--- src/rtl/alu_exec_if.sv ---
// Bus between the decode/register-read stage and the execute stage.
// master = decode side (drives decode controls and operands),
// slave  = alu_exec (drives the registered results and the stall).
interface alu_exec_if #(
  parameter int REG_WIDTH = 16
);
  logic                 i_1_alu_in2_sel;
  logic [4:0]           i_5_alu_control;
  logic                 i_1_branch;
  logic                 i_1_mem_wr_en;
  logic                 i_1_mem2reg_sel;
  logic                 i_1_reg_wr_en;
  logic                 i_1_mem_addr_sel;
  logic [REG_WIDTH-1:0] i_R_rd1_data;
  logic [REG_WIDTH-1:0] i_R_rd2_data;
  logic [3:0]           i_4_reg_wr_addr;
  logic [REG_WIDTH-1:0] i_R_sign_imm;
  logic [REG_WIDTH-1:0] i_R_pcplus;

  logic [REG_WIDTH-1:0] or_R_alu_result;
  logic [REG_WIDTH-1:0] or_R_mem_wr_data;
  logic [3:0]           or_4_reg_wr_addr;
  logic                 or_1_mem_wr_en;
  logic                 or_1_mem2reg_sel;
  logic                 or_1_reg_wr_en;
  logic                 or_1_mem_addr_sel;
  logic                 or_1_branch_taken;
  logic [REG_WIDTH-1:0] or_R_branch_target;
  logic [3:0]           or_4_flags;
  logic                 o_1_stall;

  modport master (
    output i_1_alu_in2_sel, i_5_alu_control, i_1_branch, i_1_mem_wr_en,
           i_1_mem2reg_sel, i_1_reg_wr_en, i_1_mem_addr_sel, i_R_rd1_data,
           i_R_rd2_data, i_4_reg_wr_addr, i_R_sign_imm, i_R_pcplus,
    input  or_R_alu_result, or_R_mem_wr_data, or_4_reg_wr_addr, or_1_mem_wr_en,
           or_1_mem2reg_sel, or_1_reg_wr_en, or_1_mem_addr_sel, or_1_branch_taken,
           or_R_branch_target, or_4_flags, o_1_stall
  );

  modport slave (
    input  i_1_alu_in2_sel, i_5_alu_control, i_1_branch, i_1_mem_wr_en,
           i_1_mem2reg_sel, i_1_reg_wr_en, i_1_mem_addr_sel, i_R_rd1_data,
           i_R_rd2_data, i_4_reg_wr_addr, i_R_sign_imm, i_R_pcplus,
    output or_R_alu_result, or_R_mem_wr_data, or_4_reg_wr_addr, or_1_mem_wr_en,
           or_1_mem2reg_sel, or_1_reg_wr_en, or_1_mem_addr_sel, or_1_branch_taken,
           or_R_branch_target, or_4_flags, o_1_stall
  );
endinterface

--- src/rtl/alu_exec.sv ---
// Execute stage of the 16-bit pipeline: ALU, flags {N,Z,C,V}, branch
// resolution, all registered for the memory stage.
// Optional feature macro EXEC_MUL_EN: builds a multi-cycle shift-add
// multiplier (opcode 01100) that stalls upstream while it runs. Without it
// opcode 01100 is an undefined code and o_1_stall is tied low.
module alu_exec #(
  parameter int REG_WIDTH = 16
) (
  input logic       clk,
  input logic       rst,
  alu_exec_if.slave bus
);
  localparam int SW = $clog2(REG_WIDTH);

  typedef enum logic [4:0] {
    OP_ADD   = 5'b00000,
    OP_SUB   = 5'b00001,
    OP_AND   = 5'b00010,
    OP_OR    = 5'b00011,
    OP_XOR   = 5'b00100,
    OP_NOT   = 5'b00101,
    OP_SHL   = 5'b00110,
    OP_SHR   = 5'b00111,
    OP_SRA   = 5'b01000,
    OP_PASSB = 5'b01001,
    OP_CMP   = 5'b01010,
    OP_INC   = 5'b01011,
    OP_MUL   = 5'b01100
  } op_e;

  logic [4:0]           op;
  logic [REG_WIDTH-1:0] opa, opb, alu_res;
  logic [SW-1:0]        shamt;
  logic [REG_WIDTH:0]   sum_w, dif_w, inc_w;
  logic                 alu_c, alu_v, alu_def;
  logic [3:0]           alu_flags;

  // Registered outputs
  logic [REG_WIDTH-1:0] result_q, result_d;
  logic [REG_WIDTH-1:0] mem_wr_data_q, mem_wr_data_d;
  logic [3:0]           reg_wr_addr_q, reg_wr_addr_d;
  logic                 mem_wr_en_q, mem_wr_en_d;
  logic                 mem2reg_q, mem2reg_d;
  logic                 reg_wr_en_q, reg_wr_en_d;
  logic                 mem_addr_sel_q, mem_addr_sel_d;
  logic                 taken_q, taken_d;
  logic [REG_WIDTH-1:0] target_q, target_d;
  logic [3:0]           flags_q, flags_d;

  logic                 stall;
  logic                 load_alu;

`ifdef EXEC_MUL_EN
  typedef enum logic {ST_IDLE, ST_BUSY} state_e;
  state_e               state_q, state_d;
  logic [SW-1:0]        count_q, count_d;
  logic [REG_WIDTH-1:0] mcand_q, mcand_d;
  logic [REG_WIDTH-1:0] mplier_q, mplier_d;
  logic [REG_WIDTH-1:0] prod_q, prod_d;
  logic [REG_WIDTH-1:0] prod_step;
  logic [REG_WIDTH-1:0] h_rd2_q, h_rd2_d;
  logic [REG_WIDTH-1:0] h_target_q, h_target_d;
  logic [3:0]           h_addr_q, h_addr_d;
  logic                 h_mem_wr_q, h_mem_wr_d;
  logic                 h_m2r_q, h_m2r_d;
  logic                 h_reg_wr_q, h_reg_wr_d;
  logic                 h_maddr_q, h_maddr_d;
  logic                 h_branch_q, h_branch_d;
`endif

  assign op = bus.i_5_alu_control;

  // Single-cycle ALU: result and flags for the current decode inputs
  always_comb begin
    opa     = bus.i_R_rd1_data;
    opb     = bus.i_1_alu_in2_sel ? bus.i_R_sign_imm : bus.i_R_rd2_data;
    shamt   = opb[SW-1:0];
    sum_w   = {1'b0, opa} + {1'b0, opb};
    // A + ~B + 1: carry-out is the "no borrow" flag
    dif_w   = {1'b0, opa} + {1'b0, ~opb} + {{REG_WIDTH{1'b0}}, 1'b1};
    inc_w   = {1'b0, opa} + {{REG_WIDTH{1'b0}}, 1'b1};
    alu_res = '0;
    alu_c   = 1'b0;
    alu_v   = 1'b0;
    alu_def = 1'b1;
    case (op)
      OP_ADD: begin
        alu_res = sum_w[REG_WIDTH-1:0];
        alu_c   = sum_w[REG_WIDTH];
        alu_v   = (opa[REG_WIDTH-1] == opb[REG_WIDTH-1]) &&
                  (alu_res[REG_WIDTH-1] != opa[REG_WIDTH-1]);
      end
      OP_SUB, OP_CMP: begin
        alu_res = dif_w[REG_WIDTH-1:0];
        alu_c   = dif_w[REG_WIDTH];
        alu_v   = (opa[REG_WIDTH-1] != opb[REG_WIDTH-1]) &&
                  (alu_res[REG_WIDTH-1] != opa[REG_WIDTH-1]);
      end
      OP_INC: begin
        alu_res = inc_w[REG_WIDTH-1:0];
        alu_c   = inc_w[REG_WIDTH];
        alu_v   = !opa[REG_WIDTH-1] && alu_res[REG_WIDTH-1];
      end
      OP_AND:   alu_res = opa & opb;
      OP_OR:    alu_res = opa | opb;
      OP_XOR:   alu_res = opa ^ opb;
      OP_NOT:   alu_res = ~opa;
      OP_SHL:   alu_res = opa << shamt;
      OP_SHR:   alu_res = opa >> shamt;
      OP_SRA:   alu_res = $signed(opa) >>> shamt;
      OP_PASSB: alu_res = opb;
      default:  alu_def = 1'b0;
    endcase
    alu_flags = alu_def ? {alu_res[REG_WIDTH-1], (alu_res == '0), alu_c, alu_v} : 4'b0000;
  end

  // Next-state: multiplier FSM (if built), ALU load path and stall bubble
  always_comb begin
    result_d       = result_q;
    mem_wr_data_d  = mem_wr_data_q;
    reg_wr_addr_d  = reg_wr_addr_q;
    mem_wr_en_d    = mem_wr_en_q;
    mem2reg_d      = mem2reg_q;
    reg_wr_en_d    = reg_wr_en_q;
    mem_addr_sel_d = mem_addr_sel_q;
    taken_d        = taken_q;
    target_d       = target_q;
    flags_d        = flags_q;
    stall          = 1'b0;
    load_alu       = 1'b0;
`ifdef EXEC_MUL_EN
    state_d    = state_q;
    count_d    = count_q;
    mcand_d    = mcand_q;
    mplier_d   = mplier_q;
    prod_d     = prod_q;
    h_rd2_d    = h_rd2_q;
    h_target_d = h_target_q;
    h_addr_d   = h_addr_q;
    h_mem_wr_d = h_mem_wr_q;
    h_m2r_d    = h_m2r_q;
    h_reg_wr_d = h_reg_wr_q;
    h_maddr_d  = h_maddr_q;
    h_branch_d = h_branch_q;
    prod_step  = prod_q + (mplier_q[0] ? mcand_q : '0);
    case (state_q)
      ST_IDLE: begin
        if (op == OP_MUL) begin
          mcand_d    = opa;
          mplier_d   = opb;
          prod_d     = '0;
          count_d    = '0;
          h_rd2_d    = bus.i_R_rd2_data;
          h_target_d = bus.i_R_pcplus + bus.i_R_sign_imm;
          h_addr_d   = bus.i_4_reg_wr_addr;
          h_mem_wr_d = bus.i_1_mem_wr_en;
          h_m2r_d    = bus.i_1_mem2reg_sel;
          h_reg_wr_d = bus.i_1_reg_wr_en;
          h_maddr_d  = bus.i_1_mem_addr_sel;
          h_branch_d = bus.i_1_branch;
          state_d    = ST_BUSY;
          stall      = 1'b1;
        end else begin
          load_alu = 1'b1;
        end
      end
      ST_BUSY: begin
        // One partial product per cycle; the last one is folded straight
        // into the output so the result lands without an extra cycle.
        prod_d   = prod_step;
        mcand_d  = mcand_q << 1;
        mplier_d = mplier_q >> 1;
        count_d  = count_q + SW'(1);
        if (count_q == SW'(REG_WIDTH - 1)) begin
          result_d       = prod_step;
          flags_d        = {prod_step[REG_WIDTH-1], (prod_step == '0), 2'b00};
          mem_wr_data_d  = h_rd2_q;
          reg_wr_addr_d  = h_addr_q;
          mem_wr_en_d    = h_mem_wr_q;
          mem2reg_d      = h_m2r_q;
          reg_wr_en_d    = h_reg_wr_q;
          mem_addr_sel_d = h_maddr_q;
          taken_d        = h_branch_q && (prod_step == '0);
          target_d       = h_target_q;
          state_d        = ST_IDLE;
        end else begin
          stall = 1'b1;
        end
      end
      default: state_d = ST_IDLE;
    endcase
`else
    load_alu = 1'b1;
`endif
    if (load_alu) begin
      result_d       = alu_res;
      flags_d        = alu_flags;
      mem_wr_data_d  = bus.i_R_rd2_data;
      reg_wr_addr_d  = bus.i_4_reg_wr_addr;
      mem_wr_en_d    = bus.i_1_mem_wr_en;
      mem2reg_d      = bus.i_1_mem2reg_sel;
      reg_wr_en_d    = bus.i_1_reg_wr_en && (op != OP_CMP);
      mem_addr_sel_d = bus.i_1_mem_addr_sel;
      taken_d        = bus.i_1_branch && alu_flags[2];
      target_d       = bus.i_R_pcplus + bus.i_R_sign_imm;
    end
    // Bubble: kill side effects, hold data and flags
    if (stall) begin
      reg_wr_en_d = 1'b0;
      mem_wr_en_d = 1'b0;
      taken_d     = 1'b0;
    end
  end

  // State and output registers, synchronous active-high reset
  always_ff @(posedge clk) begin
    if (rst) begin
      result_q       <= '0;
      mem_wr_data_q  <= '0;
      reg_wr_addr_q  <= '0;
      mem_wr_en_q    <= 1'b0;
      mem2reg_q      <= 1'b0;
      reg_wr_en_q    <= 1'b0;
      mem_addr_sel_q <= 1'b0;
      taken_q        <= 1'b0;
      target_q       <= '0;
      flags_q        <= '0;
`ifdef EXEC_MUL_EN
      state_q    <= ST_IDLE;
      count_q    <= '0;
      mcand_q    <= '0;
      mplier_q   <= '0;
      prod_q     <= '0;
      h_rd2_q    <= '0;
      h_target_q <= '0;
      h_addr_q   <= '0;
      h_mem_wr_q <= 1'b0;
      h_m2r_q    <= 1'b0;
      h_reg_wr_q <= 1'b0;
      h_maddr_q  <= 1'b0;
      h_branch_q <= 1'b0;
`endif
    end else begin
      result_q       <= result_d;
      mem_wr_data_q  <= mem_wr_data_d;
      reg_wr_addr_q  <= reg_wr_addr_d;
      mem_wr_en_q    <= mem_wr_en_d;
      mem2reg_q      <= mem2reg_d;
      reg_wr_en_q    <= reg_wr_en_d;
      mem_addr_sel_q <= mem_addr_sel_d;
      taken_q        <= taken_d;
      target_q       <= target_d;
      flags_q        <= flags_d;
`ifdef EXEC_MUL_EN
      state_q    <= state_d;
      count_q    <= count_d;
      mcand_q    <= mcand_d;
      mplier_q   <= mplier_d;
      prod_q     <= prod_d;
      h_rd2_q    <= h_rd2_d;
      h_target_q <= h_target_d;
      h_addr_q   <= h_addr_d;
      h_mem_wr_q <= h_mem_wr_d;
      h_m2r_q    <= h_m2r_d;
      h_reg_wr_q <= h_reg_wr_d;
      h_maddr_q  <= h_maddr_d;
      h_branch_q <= h_branch_d;
`endif
    end
  end

  assign bus.or_R_alu_result    = result_q;
  assign bus.or_R_mem_wr_data   = mem_wr_data_q;
  assign bus.or_4_reg_wr_addr   = reg_wr_addr_q;
  assign bus.or_1_mem_wr_en     = mem_wr_en_q;
  assign bus.or_1_mem2reg_sel   = mem2reg_q;
  assign bus.or_1_reg_wr_en     = reg_wr_en_q;
  assign bus.or_1_mem_addr_sel  = mem_addr_sel_q;
  assign bus.or_1_branch_taken  = taken_q;
  assign bus.or_R_branch_target = target_q;
  assign bus.or_4_flags         = flags_q;
  assign bus.o_1_stall          = stall && !rst;

endmodule

--- src/flat_wrapper.sv ---
// flat-port wrapper written by rule: the top's interface ports become plain ports
module alu_exec_flat 
#(
  parameter int REG_WIDTH = 16
)
  (clk, rst, bus_i_1_alu_in2_sel, bus_i_5_alu_control, bus_i_1_branch, bus_i_1_mem_wr_en, bus_i_1_mem2reg_sel, bus_i_1_reg_wr_en, bus_i_1_mem_addr_sel, bus_i_R_rd1_data, bus_i_R_rd2_data, bus_i_4_reg_wr_addr, bus_i_R_sign_imm, bus_i_R_pcplus, bus_or_R_alu_result, bus_or_R_mem_wr_data, bus_or_4_reg_wr_addr, bus_or_1_mem_wr_en, bus_or_1_mem2reg_sel, bus_or_1_reg_wr_en, bus_or_1_mem_addr_sel, bus_or_1_branch_taken, bus_or_R_branch_target, bus_or_4_flags, bus_o_1_stall);
  alu_exec_if #(.REG_WIDTH(REG_WIDTH)) bus_i ();
  input logic clk;
  input logic rst;
  input wire logic [$bits(bus_i.i_1_alu_in2_sel)-1:0] bus_i_1_alu_in2_sel;
  input wire logic [$bits(bus_i.i_5_alu_control)-1:0] bus_i_5_alu_control;
  input wire logic [$bits(bus_i.i_1_branch)-1:0] bus_i_1_branch;
  input wire logic [$bits(bus_i.i_1_mem_wr_en)-1:0] bus_i_1_mem_wr_en;
  input wire logic [$bits(bus_i.i_1_mem2reg_sel)-1:0] bus_i_1_mem2reg_sel;
  input wire logic [$bits(bus_i.i_1_reg_wr_en)-1:0] bus_i_1_reg_wr_en;
  input wire logic [$bits(bus_i.i_1_mem_addr_sel)-1:0] bus_i_1_mem_addr_sel;
  input wire logic [$bits(bus_i.i_R_rd1_data)-1:0] bus_i_R_rd1_data;
  input wire logic [$bits(bus_i.i_R_rd2_data)-1:0] bus_i_R_rd2_data;
  input wire logic [$bits(bus_i.i_4_reg_wr_addr)-1:0] bus_i_4_reg_wr_addr;
  input wire logic [$bits(bus_i.i_R_sign_imm)-1:0] bus_i_R_sign_imm;
  input wire logic [$bits(bus_i.i_R_pcplus)-1:0] bus_i_R_pcplus;
  output wire logic [$bits(bus_i.or_R_alu_result)-1:0] bus_or_R_alu_result;
  output wire logic [$bits(bus_i.or_R_mem_wr_data)-1:0] bus_or_R_mem_wr_data;
  output wire logic [$bits(bus_i.or_4_reg_wr_addr)-1:0] bus_or_4_reg_wr_addr;
  output wire logic [$bits(bus_i.or_1_mem_wr_en)-1:0] bus_or_1_mem_wr_en;
  output wire logic [$bits(bus_i.or_1_mem2reg_sel)-1:0] bus_or_1_mem2reg_sel;
  output wire logic [$bits(bus_i.or_1_reg_wr_en)-1:0] bus_or_1_reg_wr_en;
  output wire logic [$bits(bus_i.or_1_mem_addr_sel)-1:0] bus_or_1_mem_addr_sel;
  output wire logic [$bits(bus_i.or_1_branch_taken)-1:0] bus_or_1_branch_taken;
  output wire logic [$bits(bus_i.or_R_branch_target)-1:0] bus_or_R_branch_target;
  output wire logic [$bits(bus_i.or_4_flags)-1:0] bus_or_4_flags;
  output wire logic [$bits(bus_i.o_1_stall)-1:0] bus_o_1_stall;
  assign bus_i.i_1_alu_in2_sel = bus_i_1_alu_in2_sel;
  assign bus_i.i_5_alu_control = bus_i_5_alu_control;
  assign bus_i.i_1_branch = bus_i_1_branch;
  assign bus_i.i_1_mem_wr_en = bus_i_1_mem_wr_en;
  assign bus_i.i_1_mem2reg_sel = bus_i_1_mem2reg_sel;
  assign bus_i.i_1_reg_wr_en = bus_i_1_reg_wr_en;
  assign bus_i.i_1_mem_addr_sel = bus_i_1_mem_addr_sel;
  assign bus_i.i_R_rd1_data = bus_i_R_rd1_data;
  assign bus_i.i_R_rd2_data = bus_i_R_rd2_data;
  assign bus_i.i_4_reg_wr_addr = bus_i_4_reg_wr_addr;
  assign bus_i.i_R_sign_imm = bus_i_R_sign_imm;
  assign bus_i.i_R_pcplus = bus_i_R_pcplus;
  assign bus_or_R_alu_result = bus_i.or_R_alu_result;
  assign bus_or_R_mem_wr_data = bus_i.or_R_mem_wr_data;
  assign bus_or_4_reg_wr_addr = bus_i.or_4_reg_wr_addr;
  assign bus_or_1_mem_wr_en = bus_i.or_1_mem_wr_en;
  assign bus_or_1_mem2reg_sel = bus_i.or_1_mem2reg_sel;
  assign bus_or_1_reg_wr_en = bus_i.or_1_reg_wr_en;
  assign bus_or_1_mem_addr_sel = bus_i.or_1_mem_addr_sel;
  assign bus_or_1_branch_taken = bus_i.or_1_branch_taken;
  assign bus_or_R_branch_target = bus_i.or_R_branch_target;
  assign bus_or_4_flags = bus_i.or_4_flags;
  assign bus_o_1_stall = bus_i.o_1_stall;
  alu_exec #(.REG_WIDTH(REG_WIDTH)) u_core (.clk(clk), .rst(rst), .bus(bus_i));
endmodule
--- config.mk ---
export PLATFORM = sky130hd
export DESIGN_NAME = alu_exec_flat
export DESIGN_NICKNAME = d
export VERILOG_FILES = /design/src/rtl/alu_exec_if.sv /design/src/rtl/alu_exec.sv /design/src/flat_wrapper.sv
export SDC_FILE = /design/constraint.sdc
export NUM_CORES = 1
export LEC_CHECK = 0
export ABC_AREA = 1
export BUFFER_PORTS_ARGS = -buffer_cell sky130_fd_sc_hd__buf_2
export CAP_MARGIN = 20
export CELL_PAD_IN_SITES_DETAIL_PLACEMENT = 1
export CELL_PAD_IN_SITES_GLOBAL_PLACEMENT = 2
export CORE_UTILIZATION = 31
export DETAILED_ROUTE_END_ITERATION = 10
export HOLD_SLACK_MARGIN = 0.03
export PLACE_DENSITY = 0.87
export SETUP_SLACK_MARGIN = 0.2
export SKIP_CTS_REPAIR_TIMING = 1
export SLEW_MARGIN = 10
export SYNTH_ARGS = -nofsm -noshare
export SYNTH_HDL_FRONTEND = slang
export SYNTH_SLANG_ARGS = --single-unit
--- constraint.sdc ---
create_clock -name clk -period 8.05 [get_ports clk]
set_input_delay 1.2075 -clock clk [delete_from_list [all_inputs] [get_ports clk]]
set_output_delay 1.2075 -clock clk [all_outputs]
set_load 0.005 [all_outputs]
Word level (Yosys, flattened, before mapping). Index checks and enable logic that the tools add are counted.

$add $sub $neg: 5. $mul: 0. Divide/modulo/power cells: 0. $lt $le $gt $ge: 0. Equal/unequal tests: 16. Shifts and indexed selects: 3. Muxes and demuxes: 6. Bitwise operators: 6. Reduce and logical (&&, ||, !) cells: 11.

Operators with widths (number): $pmux 16 s11 (1); $add 16x16->17 (2); $not 16->16 (2); $eq 5x3->1 const B (4); $eq 5x4->1 const B (4); $add 16x1->17 const B (1); $add 17x1->17 const B (1); $add 16x16->16 (1); $and 16x16->16 (1); $logic_not 16->1 (1); $mux 16 (1); $or 16x16->16 (1); $shl 16x4->16 (1); $shr 16x4->16 (1); $sshr 16x4->16 (1); $xor 16x16->16 (1); $reduce_or 12->1 (1); $eq 5x2->1 const B (2); $pmux 1 s3 (2); $eq 5x1->1 const B (1); $logic_and 1x1->1 (5); $logic_not 5->1 (1); $ne 5x4->1 const B (1); $reduce_or 2->1 (2); other kinds (6) (8).

Register bits: 61. Latch bits: 0. Memory bits (writable): 0. Bits in read-only memories: 0. Input port bits: 81. Output and inout bits: 62. Logic and storage cells: 58. Memories kept: 0.

Depth between registers and ports, before layout. Gate-level depths: netlist of run 1.

Depth in word-level cells: 9. Mapped depth: 23.

Least setup slack after synthesis of run 1. Ideal clock, no wire load.

Path type: input-to-reg. From: input bus_i_1_alu_in2_sel. To: register u_core.taken_q (netlist: u_core.bus.or_1_branch_taken). Arrival time: 3.378 ns. Data required time: 7.988 ns. Path slack: 4.610 ns. Cell stages on the path: 22. Cell sequence: inv_2 > nand2_4 > nand2_4 > buf_4 > ha_1 > inv_1 > fa_1 > inv_1 > nand3_1 > nand2_1 > nand3_1 > nand3_1 > nand2_1 > nand2_1 > nor2_1 > nor2_1 > nand2_1 > nor2_1 > nand3_1 > nor2_1 > nand2_1 > nor2_2.

Word-level cells in the longest chain between the ends: 8. Elaborated cells on any way between the ends: 15.

RTL lines: start: declaration (line flat_wrapper.sv:10) `input wire logic [$bits(bus_i.i_1_alu_in2_sel)-1:0] bus_i_1_alu_in2_sel;`; $mux 16 (*) (line alu_exec.sv:76) `opb = bus.i_1_alu_in2_sel ? bus.i_R_sign_imm : bus.i_R_rd2_data;`; $not 16->16 (line alu_exec.sv:80) `dif_w = {1'b0, opa} + {1'b0, ~opb} + {{REG_WIDTH{1'b0}}, 1'b1};`; $add 16x16->17 (line alu_exec.sv:80); $add 17x1->17 (line alu_exec.sv:80); $pmux 16 s11 (*) (line alu_exec.sv:86) `case (op)`; $logic_not 16->1 (*) (line alu_exec.sv:114) `alu_flags = alu_def ? {alu_res[REG_WIDTH-1], (alu_res == '0), alu_c, alu_v} : 4'b0000;`; $mux 3 (*) (line alu_exec.sv:114); $logic_and 1x1->1 (*) (line alu_exec.sv:204) `taken_d = bus.i_1_branch && alu_flags[2];`; end signal: assignment (line alu_exec.sv:251) `taken_q <= taken_d;`; end: declaration (line alu_exec.sv:46) `logic taken_q, taken_d;`.

Every way passes the cells marked *; elsewhere a longest branch is shown, timed or not. A chain may end at the register's enable or synchronous reset.

Worst setup path in the final report of run 1. Ends and elaborated chain as after synthesis.

==> reports/summary.txt, run 1 <==
Synth Register Bits: 61
Syn Area/Cell: 5.65 sq um
Leakage: 4.88 nW
Placeable Area: 24,200 sq um
row cnt: 57
fill count: 3,411
die footprint: 25,300 sq um
Cell Area, Synth: 7650 sq um
Design Area, Final: 8940 sq um
final hold violation count: 0
pwr dens: 145 nW/um^2
Hold Crit Class: input port to register
vias: 9,672
Synth-to-Final Area Change: 16.9%
arrival time at the worst endpoint: 4880 ps
Seq/Total Area, Yosys: 16.0%
CTS tree: done
Synth Instances: 1,354
Synth warnings: 0
CP Class: input port to register
Critical Path Fanout Max: 35
hold_sp: bus_i_4_reg_wr_addr[3]
Compound-Gate Fraction of Synth Area: 13.4%
Initial Utilization: 31.6%
fin cells: 1,805
Post-DP HPWL: 30,300 microns
drt first pass iters: 5
GRT overflow: 0
clock tree sinks: 61
period utilization: 57.3%
Tot GR Track Use: 28.9%
adder-cell share of the synthesized area: 13.0%
first-pass GRT wire length: 57,100 microns
Die X: 159 microns
Final setup viols: 0
Post-Place Cells: 1,786
Critical Path Source: bus_i_1_alu_in2_sel
busiest layer in global routing: met2
# IOs: 143
footprint of the multi-input gates: 5540 sq um
Clock Path Buffers: 2
RePlAce Congestion: 1.00
required time of the critical path: 8320 ps
drt wl/cell: 20.4 microns
met1 GRT Util: 39.6%
RSZ-0062 raised after global routing: no
initial antenna violation count: 3
worst IR drop on VDD: 80.8 uV
Yosys cell types: 45
worst-margin pin slew: 889 ps
pin count of the biggest net entering global routing: 41
root buffer cell: clkbuf_16
vias in the first global route: 9,767
I/O Buffers: 141
CP Capture Type: register
Simple-Gate Fraction of Synth Area: 45.3%
initial DRC count: 816
post-synthesis net count: 1,513
max cap viols: 0
Post-DRT Antenna Nets: 0
Register Area: 1220 sq um
setup tns final: 0 ps
Post-Synth XOR/XNOR Area: 0.572%
Remaining DRCs: 0
H-tree level count: 3
Via density: 5.36
DP Worst Slack: 3170 ps
met3 usage: 3.31%
die height: 159 microns
Period minus WS final: 4610 ps
Max Clock Freq: 0.217 GHz
max-slew violations: 0
fin nets: 1,633
Slew headroom: 40.6%
mux cell area share after synthesis: 0%
run status: completed
main combinational cell family by area after synthesis: simple AND/OR/NAND/NOR gates
post-route setup slack: 3440 ps
total CTS buffers: 9
GR Layer Usage met2: 49.3%
Final Core Density: 36.9%
ratio of cells with drive above 1 in the final layout: 12.8%
Worst setup SP type: input port
DP Area: 8590 sq um
routed wire length: 36,900 microns
Clock Pin Slew Worst Setup and Hold Paths: 60 ps
[stage by stage]
stage / power [W] / hold slack, ps
2_1_floorplan: 0.000656 / 1310
3_3_place_gp: 0.000830 / 1410
3_5_place_dp: 0.000838 / 1420
4_1_cts: 0.00129 / 1080
5_1_grt: 0.00137 / 1080
6_report: 0.00130 / 1070
[power by group]
part | internal, W | switching (W) | total [W]
registers | 0.000323 | 0.00000493 | 0.000328
clock network | 0.000303 | 0.000150 | 0.000452
logic | 0.000156 | 0.000359 | 0.000515
[final timing paths]
path | to | depth (start not counted)
hold / removal | u_core.bus.or_4_reg_wr_addr[3] | 3
setup / recovery | u_core.bus.or_1_branch_taken | 22
[cell usage in the layout (no fill, tap or decap), drive strengths merged, types with 2 or more instances in the layout]
master	n
inv	177
clkinv	3
and2	2
o22ai	9
o21a	6
clkbuf	10
o311ai	2
o211ai	9
diode	2
fa	3
nor3	17
nand4	12
bufinv	3
or2	6
nand3b	6
nor2	178
o31ai	4
nand2	369
buf	148
a31oi	2
o21ai	72
dfxtp	61
nand3	217
ha	75
xor2	4
a21boi	4
a21oi	72
[registers in the layout, indices dropped and copies added (netlist names)]
register and cells:
u_core.bus.or_1_branch_taken 1, u_core.bus.or_1_mem2reg_sel 1, u_core.bus.or_1_mem_addr_sel 1, u_core.bus.or_1_mem_wr_en 1, u_core.bus.or_1_reg_wr_en 1, u_core.bus.or_4_flags 4, u_core.bus.or_4_reg_wr_addr 4, u_core.bus.or_R_alu_result 16
u_core.bus.or_R_branch_target 16, u_core.bus.or_R_mem_wr_data 16
[worst max-delay path: stages]
cell	delay, ps
buf_2	470
inv_2	220
nand2_1	150
nand2_2	50
buf_4	250
ha_1	530
inv_1	140
nand2_1	120
nand2_1	60
nand2_1	60
nand3_1	260
nor2_1	180
nor2_1	60
nor2_1	270
nand2_1	90
nor2_1	160
nand2_1	80
nor2_1	80
nand3_1	90
nor2_1	110
nand2_1	110
nor2_2	100
[synth_stat cells, drive strengths merged]
cell,instances,area [sq um]
o311ai,2,17.5
a221oi,1,8.76
xor2,4,35.0
nand3b,6,45.0
o21a,6,45.0
o2bb2ai,1,8.76
a311oi,1,8.76
nor4,1,6.26
ha,75,938
o21ai,72,375
and2,2,12.5
buf,35,204
clkbuf,4,15.0
conb,1,3.75
nor3,17,85.1
nand3,217,1120
a21oi,72,360
o31ai,4,30.0
nor2,178,683
or2,6,37.5
o21bai,1,7.51
a21boi,4,30.0
nand2,369,1410
xnor2,1,8.76
inv,177,664
o22ai,9,56.3
clkinv,1,3.75
o211ai,9,67.6
nand4,12,75.1
a31oi,2,12.5
dfxtp,61,1220
fa,3,60.1
[final cells by class]
class                           count  share of cell area, %
Multi-Input combinational cell   1076                   62.0
Antenna cell                        2                 0.0560
Inverter                          178                   7.47
Clock inverter                      6                   1.24
Tap cell                          324                   4.53
Clock buffer                       10                   2.56
Sequential cell                    61                   13.7
Timing Repair Buffer              148                   8.52
[logic make-up (layout without fill, tap and decap cells)]
family / Yosys count / count (layout)
adders and majority gates: 78 / 78
and+or+nand+nor: 808 / 808
other: 1 / 3
buffers and inverters: 217 / 342
xor gates and xnor gates: 5 / 5
DFF: 61 / 61
AOI/OAI and AO/OA: 184 / 184
[per-layer routing]
layer | wire length, microns | up-vias
li1 | - | 4654
met1 | 17000 | 4667
met2 | 17200 | 315
met3 | 2220 | 36
met4 | 471 | 0
met5 | 0 | -
(Power assumes the default switching activity.)
==> run 2: changes to the inputs <==
--- a/config.mk
+++ b/config.mk
@@ -10,10 +10,10 @@
 export CAP_MARGIN = 20
 export CELL_PAD_IN_SITES_DETAIL_PLACEMENT = 1
 export CELL_PAD_IN_SITES_GLOBAL_PLACEMENT = 2
-export CORE_UTILIZATION = 31
+export CORE_UTILIZATION = 29
 export DETAILED_ROUTE_END_ITERATION = 10
 export HOLD_SLACK_MARGIN = 0.03
-export PLACE_DENSITY = 0.87
+export PLACE_DENSITY = 0.82
 export SETUP_SLACK_MARGIN = 0.2
 export SKIP_CTS_REPAIR_TIMING = 1
 export SLEW_MARGIN = 10
==> constraint.sdc (replaced) <==
create_clock -name clk -period 4.5 [get_ports clk]
set_input_delay 0.675 -clock clk [delete_from_list [all_inputs] [get_ports clk]]
set_output_delay 0.675 -clock clk [all_outputs]
set_load 0.005 [all_outputs]
==> run 2 against run 1 <==
Compared with the run above: sequential share of layout area shrank 0.13 points; first-iteration DRC count down 5.4%; final area increased by 0.97%; via count down 1.1%; sequential cell count stayed put; non-clock buffer count increased by 18; sequential power increased by 79%; critical path type unchanged; critical endpoint unchanged; largest cell class unchanged.
==> reports/summary.txt, run 2 (synthesized netlist as in run 1, its figures left out) <==
setup tns final: 0 ps (unchanged)
part of the power in registers: 26.7% (+1.4 points)
Clock Path Buffers: 2 (unchanged)
row cnt: 59 (+3.5%)
Worst path slowest cell: ha_1
Hold Path Stages: 3 (unchanged)
drt first pass iters: 5 (unchanged)
die height: 164 microns (+3.4%)
GRT overflow: 0 (unchanged)
run status: completed
Gate power share: 43.0% (+3.3 points)
Synth-to-Final Area Change: 18.0%
Bufs and invs on worst path: 3 (-1)
period utilization: 83.4%
Critical Path Fanout Max: 18 (-49%)
H-tree level count: 3 (unchanged)
RePlAce Congestion: 0.965 (-3.6%)
slowest stage delay, CP: 450 ps (-80 ps)
CP Capture Type: register
hold_sp: bus_i_1_mem2reg_sel
Hold Crit Class: input port to register
I/O Buffers: 141 (unchanged)
critical path, cell by cell: buf_2 > buf_4 > o21ai_0 > inv_1 > ha_1 > nand2_1 > nor2_1 > nand2_1 > nand3_1 > nand2_1 > nand2_1 > nand2_1 > nand2_1 > nor2_1 > nor2_1 > nand2_1 > nor2_1 > nand3_1 > nor2_1 > nand2_1 > nor2_2
Remaining DRCs: 0 (unchanged)
Clk pwr share: 30.3% (-4.6 points)
Slew headroom: 37.3% (-3.3 points)
first-pass GRT wire length: 57,400 microns (+0.50%)
pwr dens: 243 nW/um^2 (+68%)
Pint: 0.00126 W (+61%)
fin nets: 1,651 (+1.1%)
# IOs: 143 (unchanged)
Die X: 164 microns (+3.4%)
RSZ-0062 raised after global routing: no
vias in the first global route: 9,724 (-0.44%)
drt wl/cell: 20.9 microns (+2.3%)
Via density: 5.22 (-2.6%)
Placeable Area: 26,000 sq um (+7.2%)
total CTS buffers: 9 (unchanged)
cell mode on critical path: nand2_1
vias: 9,568 (-1.1%)
Final setup viols: 0 (unchanged)
Leakage: 4.94 nW (+1.3%)
Worst setup SP type: input port
pin count of the biggest net entering global routing: 41 (unchanged)
most common cell after layout, fill and taps aside: nand2_1
arrival time at the worst endpoint: 4020 ps (-860 ps)
Period minus WS final: 3750 ps
delay-heaviest family, CP: simple AND/OR/NAND/NOR gates
initial antenna violation count: 1 (-2)
final hold violation count: 0 (unchanged)
CP Class: input port to register
max cap viols: 0 (unchanged)
Post-DRT Antenna Nets: 0 (unchanged)
Net Sw Power: 0.000932 W (+82%)
most frequent cells in the layout: nand2_1 (364), nand3_1 (211), inv_1 (173), nor2_1 (172), buf_2 (141)
Design Power: 0.00219 W (+69%)
ratio of cells with drive above 1 in the final layout: 14.0% (+1.1 points)
required time of the critical path: 4770 ps (-3550 ps)
routed wire length: 38,300 microns (+3.9%)
die footprint: 27,000 sq um (+6.8%)
initial DRC count: 772 (-5.4%)
worst IR drop on VDD: 166 uV (+110%)
clock tree sinks: 61 (unchanged)
worst-margin pin slew: 938 ps (+49.1 ps)
Clock Pin Slew Worst Setup and Hold Paths: 60 ps (about the same)
Post-DP HPWL: 32,000 microns (+5.5%)
Tot GR Track Use: 28.4% (-0.53 points)
Net Sw Frac: 42.5% (+2.8 points)
CTS tree: done
hold endpoint: u_core.bus.or_1_mem2reg_sel
Max Clock Freq: 0.266 GHz
max-slew violations: 0 (unchanged)
root buffer cell: clkbuf_16
Initial Utilization: 29.4% (-2.1 points)
[run 2: changes by cell type in the layout (fill, tap and decap cells not counted)]
cell,change
buf_6,-1
clkbuf_1,-1
bufinv_16,-3
inv_6,+3
clkinvlp_4,-1
clkinv_2,+1
clkbuf_8,+1
buf_4,+19
diode_2,-1
[run 2: how the worst max path moves through the flow]
| stage | start | cells after the start | end |
|---|---|---|---|
| after detailed placement | bus_i_1_alu_in2_sel | 21 | u_core.bus.or_1_branch_taken |
| after CTS | bus_i_1_alu_in2_sel | 21 | u_core.bus.or_1_branch_taken |
| after global routing | bus_i_1_alu_in2_sel | 21 | u_core.bus.or_1_branch_taken |
| after floorplan | bus_i_1_alu_in2_sel | 22 | u_core.bus.or_1_branch_taken |
| final | bus_i_1_alu_in2_sel | 21 | u_core.bus.or_1_branch_taken |
| after global placement | bus_i_1_alu_in2_sel | 21 | u_core.bus.or_1_branch_taken |
[run 2: cell type report]
type,count,area (sq um)
sequential,61,1220
clock inverter,6,45.0
antenna,1,2.50
clock buffer,10,239
inverter,178,668
fill,3645,17000
tap,335,419
multi-input combinational,1076,5540
timing repair buffer,166,893
[run 2: power groups by stage]
stage	Sequential (W)	Clock (W)	Combinational, W
after floorplan	0.000605	0	0.000569
after global placement	0.000598	0	0.000916
after detailed placement	0.000599	0	0.000926
after CTS	0.000587	0.000673	0.000934
after global routing	0.000591	0.000697	0.00105
final	0.000587	0.000664	0.000943
[run 2: routing by layer]
| layer | part of all wire, % | global-route usage, % | up-vias |
|---|---|---|---|
| li1 | - | - | 4666 |
| met2 | 45 | 46.2 | 299 |
| met4 | 3.8 | 10.1 | 0 |
| met3 | 5.5 | 4.32 | 66 |
| met1 | 45 | 37.9 | 4537 |
| met5 | 0 | 0 | - |
[run 2: through the flow]
step                      utilization (%)  hold WS, ps  instances  setup slack [ps]  instance area, sq um
after detailed placement             33.7          887       1816               445                  8740
final                                34.8          543       1833               747                  9030
after global routing                 34.7          560       1832               548                  9030
after floorplan                         -          782       1354              1590                  7650
after global placement               33.7          874       1816               452                  8740
after CTS                            34.7          542       1832               773                  9030
